`config.mk`:
```
export PLATFORM = sky130hd
export DESIGN_NAME = checker_uart_report
export DESIGN_NICKNAME = d
export VERILOG_FILES = /design/src/rtl/checker_uart_report_pkg.sv /design/src/rtl/uart_tx_byte.sv /design/src/rtl/checker_uart_report.sv
export SDC_FILE = /design/constraint.sdc
export NUM_CORES = 1
export LEC_CHECK = 0
export CAP_MARGIN = 20
export CORE_MARGIN = 5
export CORE_UTILIZATION = 45
export CTS_BUF_LIST = sky130_fd_sc_hd__clkbuf_4 sky130_fd_sc_hd__clkbuf_8
export CTS_CLUSTER_SIZE = 28
export DETAILED_ROUTE_END_ITERATION = 16
export PLACE_DENSITY_LB_ADDON = 0.3
export SLEW_MARGIN = 40
export SYNTH_ARGS = -nofsm -noshare
export SYNTH_HDL_FRONTEND = slang
export SYNTH_SLANG_ARGS = --single-unit
```
`constraint.sdc`:
```
create_clock -name clk -period 5.4 [get_ports clk]
set_clock_uncertainty 0.2 [all_clocks]
set_input_delay 1.62 -clock clk [delete_from_list [all_inputs] [get_ports clk]]
set_output_delay 1.62 -clock clk [all_outputs]
set_load 0.01 [all_outputs]
```
`src/rtl/checker_uart_report_pkg.sv`:
```
// rtl/checker_uart_report_pkg.sv - shared constants, types and helpers for the UART status reporter
package checker_uart_report_pkg;

    localparam int LINE_LEN = 8;

    localparam logic [7:0] ASCII_E     = 8'h45;
    localparam logic [7:0] ASCII_O     = 8'h4F;
    localparam logic [7:0] ASCII_W     = 8'h57;
    localparam logic [7:0] ASCII_SPACE = 8'h20;
    localparam logic [7:0] ASCII_CR    = 8'h0D;
    localparam logic [7:0] ASCII_LF    = 8'h0A;

    typedef enum logic [1:0] {
        LINE_IDLE,
        LINE_LOAD,
        LINE_SEND
    } line_state_t;

    typedef enum logic [1:0] {
        TX_IDLE,
        TX_START,
        TX_DATA,
        TX_STOP
    } tx_state_t;

    // Integer division truncates, so a non-integer ratio rounds the bit time down.
    function automatic int clks_per_bit(input int clk_hz, input int baud);
        return clk_hz / baud;
    endfunction

    // Uppercase hex digit: 0-9 -> '0'..'9', 10-15 -> 'A'..'F' ('A' - 10 = 0x37).
    function automatic logic [7:0] hex_ascii(input logic [3:0] nib);
        if (nib < 4'd10) begin
            return 8'h30 + {4'h0, nib};
        end
        return 8'h37 + {4'h0, nib};
    endfunction

endpackage

```
`src/rtl/uart_tx_byte.sv`:
```
// rtl/uart_tx_byte.sv - 8N1 byte serialiser with bit-clock divider and valid/ready input
module uart_tx_byte
    import checker_uart_report_pkg::*;
#(
    parameter int CLKS_PER_BIT = 104
) (
    input  logic       clk,
    input  logic       reset,
    input  logic [7:0] tdata,
    input  logic       tvalid,
    output logic       tready,
    output logic       tx
);

    localparam int CW = $clog2(CLKS_PER_BIT);
    localparam logic [CW-1:0] CNT_LAST = CW'(CLKS_PER_BIT - 1);

    tx_state_t     state, state_n;
    logic [CW-1:0] cnt, cnt_n;
    logic [2:0]    bit_idx, bit_idx_n;
    logic [7:0]    shreg, shreg_n;
    logic          tx_q, tx_n;
    logic          bit_end;

    assign bit_end = (cnt == CNT_LAST);
    // Accepting in the last stop-bit cycle lets the next start bit follow with no idle gap.
    assign tready  = (state == TX_IDLE) || ((state == TX_STOP) && bit_end);
    assign tx      = tx_q;

    // State, divider and registered line output.
    always_ff @(posedge clk) begin
        if (reset) begin
            state   <= TX_IDLE;
            cnt     <= '0;
            bit_idx <= '0;
            shreg   <= '0;
            tx_q    <= 1'b1;
        end else begin
            state   <= state_n;
            cnt     <= cnt_n;
            bit_idx <= bit_idx_n;
            shreg   <= shreg_n;
            tx_q    <= tx_n;
        end
    end

    // Next-state logic; tx_n is the level the pin carries from the next cycle on.
    always_comb begin
        state_n   = state;
        cnt_n     = cnt + CW'(1);
        bit_idx_n = bit_idx;
        shreg_n   = shreg;
        tx_n      = tx_q;
        case (state)
            TX_IDLE: begin
                cnt_n = '0;
                tx_n  = 1'b1;
                if (tvalid) begin
                    state_n = TX_START;
                    shreg_n = tdata;
                    tx_n    = 1'b0;
                end
            end
            TX_START: begin
                if (bit_end) begin
                    cnt_n     = '0;
                    bit_idx_n = '0;
                    state_n   = TX_DATA;
                    tx_n      = shreg[0];
                end
            end
            TX_DATA: begin
                if (bit_end) begin
                    cnt_n = '0;
                    if (bit_idx == 3'd7) begin
                        state_n = TX_STOP;
                        tx_n    = 1'b1;
                    end else begin
                        bit_idx_n = bit_idx + 3'd1;
                        shreg_n   = {1'b0, shreg[7:1]};
                        tx_n      = shreg[1];
                    end
                end
            end
            TX_STOP: begin
                if (bit_end) begin
                    cnt_n = '0;
                    if (tvalid) begin
                        state_n = TX_START;
                        shreg_n = tdata;
                        tx_n    = 1'b0;
                    end else begin
                        state_n = TX_IDLE;
                        tx_n    = 1'b1;
                    end
                end
            end
            default: begin
                state_n = TX_IDLE;
                tx_n    = 1'b1;
            end
        endcase
    end

endmodule

```
`src/rtl/checker_uart_report.sv`:
```
// rtl/checker_uart_report.sv - periodic and error-triggered ASCII status line over UART
module checker_uart_report #(
    parameter int CLK_HZ        = 12000000,
    parameter int BAUD          = 115200,
    parameter int REPORT_CYCLES = 12000000
) (
    input  logic        clk,
    input  logic        reset,
    input  logic        chk_done,
    input  logic        chk_error,
    output logic        uart_tx,
    output logic        busy,
    output logic [15:0] line_count
);
    import checker_uart_report_pkg::*;

    localparam int CLKS_PER_BIT = clks_per_bit(CLK_HZ, BAUD);
    localparam int TW = (REPORT_CYCLES > 1) ? $clog2(REPORT_CYCLES) : 1;
    localparam logic [TW-1:0] TIMER_LAST = TW'(REPORT_CYCLES - 1);
    localparam logic [2:0]    LAST_IDX   = 3'(LINE_LEN - 1);

    line_state_t   state, state_n;
    logic [TW-1:0] timer, timer_n;
    logic          pending, pending_n;
    logic          err_q;
    logic [15:0]   seq_q, seq_n;
    logic [2:0]    byte_idx, byte_idx_n;
    logic          busy_q, busy_n;
    logic [15:0]   line_count_q, line_count_n;

    logic          period_hit;
    logic          err_rise;
    logic          trigger;
    logic [7:0]    status_now;
    logic [2:0]    next_idx;
    logic [7:0]    next_byte;
    logic          tx_tvalid;
    logic          tx_tready;
    logic [7:0]    tx_tdata;

    assign period_hit = (timer == TIMER_LAST);
    assign err_rise   = chk_error && !err_q;
    assign trigger    = period_hit || err_rise;
    assign status_now = chk_error ? ASCII_E : (chk_done ? ASCII_O : ASCII_W);

    assign busy       = busy_q;
    assign line_count = line_count_q;

    // Bytes 1..7 of the line; byte 0 (status) is handed to the serialiser directly in LOAD,
    // where its shift register freezes it for the rest of the line.
    assign next_idx = byte_idx + 3'd1;
    always_comb begin
        next_byte = ASCII_LF;
        case (next_idx)
            3'd1:    next_byte = ASCII_SPACE;
            3'd2:    next_byte = hex_ascii(seq_q[15:12]);
            3'd3:    next_byte = hex_ascii(seq_q[11:8]);
            3'd4:    next_byte = hex_ascii(seq_q[7:4]);
            3'd5:    next_byte = hex_ascii(seq_q[3:0]);
            3'd6:    next_byte = ASCII_CR;
            default: next_byte = ASCII_LF;
        endcase
    end

    // Line FSM, period timer, trigger bookkeeping and counters.
    always_ff @(posedge clk) begin
        if (reset) begin
            state        <= LINE_IDLE;
            timer        <= '0;
            pending      <= 1'b0;
            err_q        <= 1'b0;
            seq_q        <= '0;
            byte_idx     <= '0;
            busy_q       <= 1'b0;
            line_count_q <= '0;
        end else begin
            state        <= state_n;
            timer        <= timer_n;
            pending      <= pending_n;
            err_q        <= chk_error;
            seq_q        <= seq_n;
            byte_idx     <= byte_idx_n;
            busy_q       <= busy_n;
            line_count_q <= line_count_n;
        end
    end

    // A trigger seen while IDLE moves straight to LOAD so the start bit follows two cycles later.
    always_comb begin
        state_n      = state;
        timer_n      = period_hit ? '0 : timer + TW'(1);
        pending_n    = pending;
        seq_n        = seq_q;
        byte_idx_n   = byte_idx;
        busy_n       = busy_q;
        line_count_n = line_count_q;
        tx_tvalid    = 1'b0;
        tx_tdata     = next_byte;
        case (state)
            LINE_IDLE: begin
                if (pending || trigger) begin
                    state_n = LINE_LOAD;
                end
            end
            LINE_LOAD: begin
                tx_tvalid  = 1'b1;
                tx_tdata   = status_now;
                seq_n      = line_count_q;
                byte_idx_n = '0;
                busy_n     = 1'b1;
                pending_n  = 1'b0;
                state_n    = LINE_SEND;
            end
            LINE_SEND: begin
                if (tx_tready) begin
                    if (byte_idx == LAST_IDX) begin
                        state_n      = LINE_IDLE;
                        busy_n       = 1'b0;
                        line_count_n = line_count_q + 16'd1;
                    end else begin
                        tx_tvalid  = 1'b1;
                        byte_idx_n = next_idx;
                    end
                end
            end
            default: begin
                state_n = LINE_IDLE;
            end
        endcase
        // Set after the LOAD clear so a same-cycle trigger is not lost.
        if (trigger) begin
            pending_n = 1'b1;
        end
    end

    uart_tx_byte #(
        .CLKS_PER_BIT(CLKS_PER_BIT)
    ) u_tx (
        .clk    (clk),
        .reset  (reset),
        .tdata  (tx_tdata),
        .tvalid (tx_tvalid),
        .tready (tx_tready),
        .tx     (uart_tx)
    );

endmodule

```
==> metrics <==
status completed; Critical Path Source line_count[11]; CP Max Fanout 6; R2R Path Start timer[2]; most numerous cell in the Yosys netlist dfxtp_1; setup TNS 0 ns; die height 110.2 um; CTS resizes 0; Worst path top cell family by delay buffers and inverters; largest net degree at the start of global routing 53; Num Clock Sinks 84; CTS Buf Count 9; fraction of registers with async set or reset after synthesis 0%; CTS hold repair buffers 0; Net Count, Synth 565; WP data required 3.58 ns; Slew @ Worst Pin 0.7896 ns; type of the worst setup path flop to output pin; RSZ-0062 raised after global routing no; number of H-tree levels 3; Final Util 51.80%; die width 110.2 um; Syn-to-layout area delta 12.14%; via count 3784; Synth Area per Inst 8.378 um^2; CP bufs+invs 1; Worst Setup EP line_count[11]; first-pass GRT wire length 17150 um; reg2reg path depth 5; Max Buffers Root-to-Sink 2; drt initial violations 263; Slew HR 47.25%; Reg area 1682 um^2; Worst path depth 1; Routed Antenna Nets 0; reg2reg setup slack 2.71 ns; post-synth top area share 37.24%; Worst-Skew Late Latency 0.37 ns; GP Congestion 0.8466; Max Slew Vio Count 0; EDFF count, synth 0; Peak VDD IR 0.1466 mV; I/O pin count 22; pre-CTS setup slack 2.136 ns; multi-input logic area 2645 um^2; number of global-route vias before repair 3706; Post-CTS Setup Bufs 0; Crit. End Element output pin; Nets 580; core area 9774 um^2; Inst Count DP 676; Tot GR Track Use 17.36%; Yosys reg bits 84; port bufs 21; placed instance area 4832 um^2; Remaining Overflow, GRT 0; Hold WC Path Type flop to flop; main area contributors after synthesis dfxtp_1 37%, xnor2_1 6.6%, nor2_1 6.5%; WP data arrival 1.44 ns; LEAKAGE 0.001677 uW; cells along the critical path clkdlybuf4s50_1; mapped cell area 4516 um^2; fin crit period 3.259 ns; initial antenna violation count 0; post-synth top area cell dfxtp_1; most instantiated cells after synthesis 84 x dfxtp_1, 78 x nor2_1, 42 x nand2_1; MaxCap Viol Count 0; filler instances 957; clock-pin slew on the worst setup and hold paths 0.09 ns; drt wl/cell 14.09 um; Setup crit start kind flop; Via density 5.468; std cell rows 36; total wire length 9748 um; max incr delay on CP 0.59 ns; Die ar. 12140 um^2; Final Hold Fails 0; reg-to-reg critical path endpoint timer[5]; CTS tree built; final setup fails 0; Main synth FF type dfxtp_1; Non-Filler Instances 692; Seq/Total Area, Yosys 37.24%; crit path max-delay cell type clkdlybuf4s50_1; pwr dens 285.2 nW/um^2; diode count 0; period utilization 60.35%; post-route setup slack 2.141 ns; Mapped Cells 539; Pre-Repair DR Iteration Count 4; CTS Root Buffer Type clkbuf_8; DP HPWL 6932 um; Peak Freq 306.8 MHz; unique cell type count in the Yosys netlist 60; layout cell share with drive strength beyond 1 5.188%; starting density of the core 46.20%; Synth warnings 0; # DRC 0; fin area 5064 um^2
## worst min-delay path by stage
stage,slack [ns],cells after the start,start,endpoint
finish,0.25,1,timer[0],timer[0]
global route,0.27,1,u_tx.cnt[0],u_tx.cnt[0]
CTS,0.25,1,timer[0],timer[0]
detailed placement,0.23,1,timer[0],timer[0]
global placement,0.22,1,timer[0],timer[0]
floorplan,0.21,1,timer[0],timer[0]
## per-layer routing
metal | share of wire, % | vias up | track usage (%)
met5 | 0 | - | 0
met4 | 1.2 | 0 | 5.629
met3 | 3.9 | 11 | 4.019
met2 | 47 | 62 | 28.25
met1 | 48 | 1786 | 22.76
li1 | - | 1925 | -
## cells by family after synthesis
| logic type | count (synthesis) | synth area share (%) |
|---|---|---|
| muxes | 22 | 4.877 |
| and+or+nand+nor | 223 | 25.27 |
| AOI/OAI and AO/OA | 98 | 14.38 |
| adders and majority gates | 22 | 6.096 |
| buffers and inverters | 49 | 4.184 |
| DFF | 84 | 37.24 |
| xor gates and xnor gates | 41 | 7.952 |
## metrics by stage
| step | hold slack [ns] | total power [uW] |
|---|---|---|
| 4_1_cts | 0.2536 | 1456 |
| 6_report | 0.2450 | 1444 |
| 3_5_place_dp | 0.2345 | 939.5 |
| 2_1_floorplan | 0.2129 | 873.5 |
| 5_1_grt | 0.2714 | 1515 |
| 3_3_place_gp | 0.2205 | 929.5 |
## worst reg2reg max path, cell delays in order, from the launching register on
cell and delay, ns:
dfxtp_1 0.42, and4_1 0.30, nand4_2 0.29, nor4_2 0.55, or2_1 0.67, nor2_1 0.13
## cell usage in the layout, fill, tap and decap left out, drive strengths merged, types with 4 or more instances in the layout
| cell | instances |
|---|---|
| a211oi | 7 |
| or3 | 9 |
| a21oi | 34 |
| clkbuf | 10 |
| xor2 | 7 |
| nor2 | 78 |
| o21ai | 19 |
| nor3b | 5 |
| or4 | 4 |
| ha | 22 |
| nand2b | 7 |
| nor4b | 6 |
| and4 | 4 |
| nand2 | 42 |
| nor4 | 8 |
| clkdlybuf4s50 | 20 |
| nand3 | 16 |
| mux2i | 22 |
| buf | 4 |
| dfxtp | 84 |
| nand4 | 9 |
| o31ai | 6 |
| o211ai | 5 |
| nor3 | 13 |
| inv | 31 |
| nor2b | 9 |
| xnor2 | 34 |
## report_power, final
group / switching (uW) / internal, uW / total (uW)
Combinational: 159 / 106 / 265
Sequential: 17.2 / 643 / 660
Clock: 242 / 277 / 519
Total: 418 / 1030 / 1440
## flip-flops by register name, indices dropped and copies added (netlist names), 2 cells and up
name / cells
line_count: 16
state: 2
timer: 24
seq_q: 16
byte_idx: 3
u_tx.shreg: 7
u_tx.state: 2
u_tx.bit_idx: 3
u_tx.cnt: 7
## cell type report
class                   instances  share of cell area, %
clock inverters                 6                  1.853
repair buffers                 24                  4.547
multi-input cells             406                  52.24
flip-flops and latches         84                  33.21
inverters                      29                  2.150
clock buffers                  10                  2.718
well taps                     133                  3.286
Power figures use the tool's default switching activity.
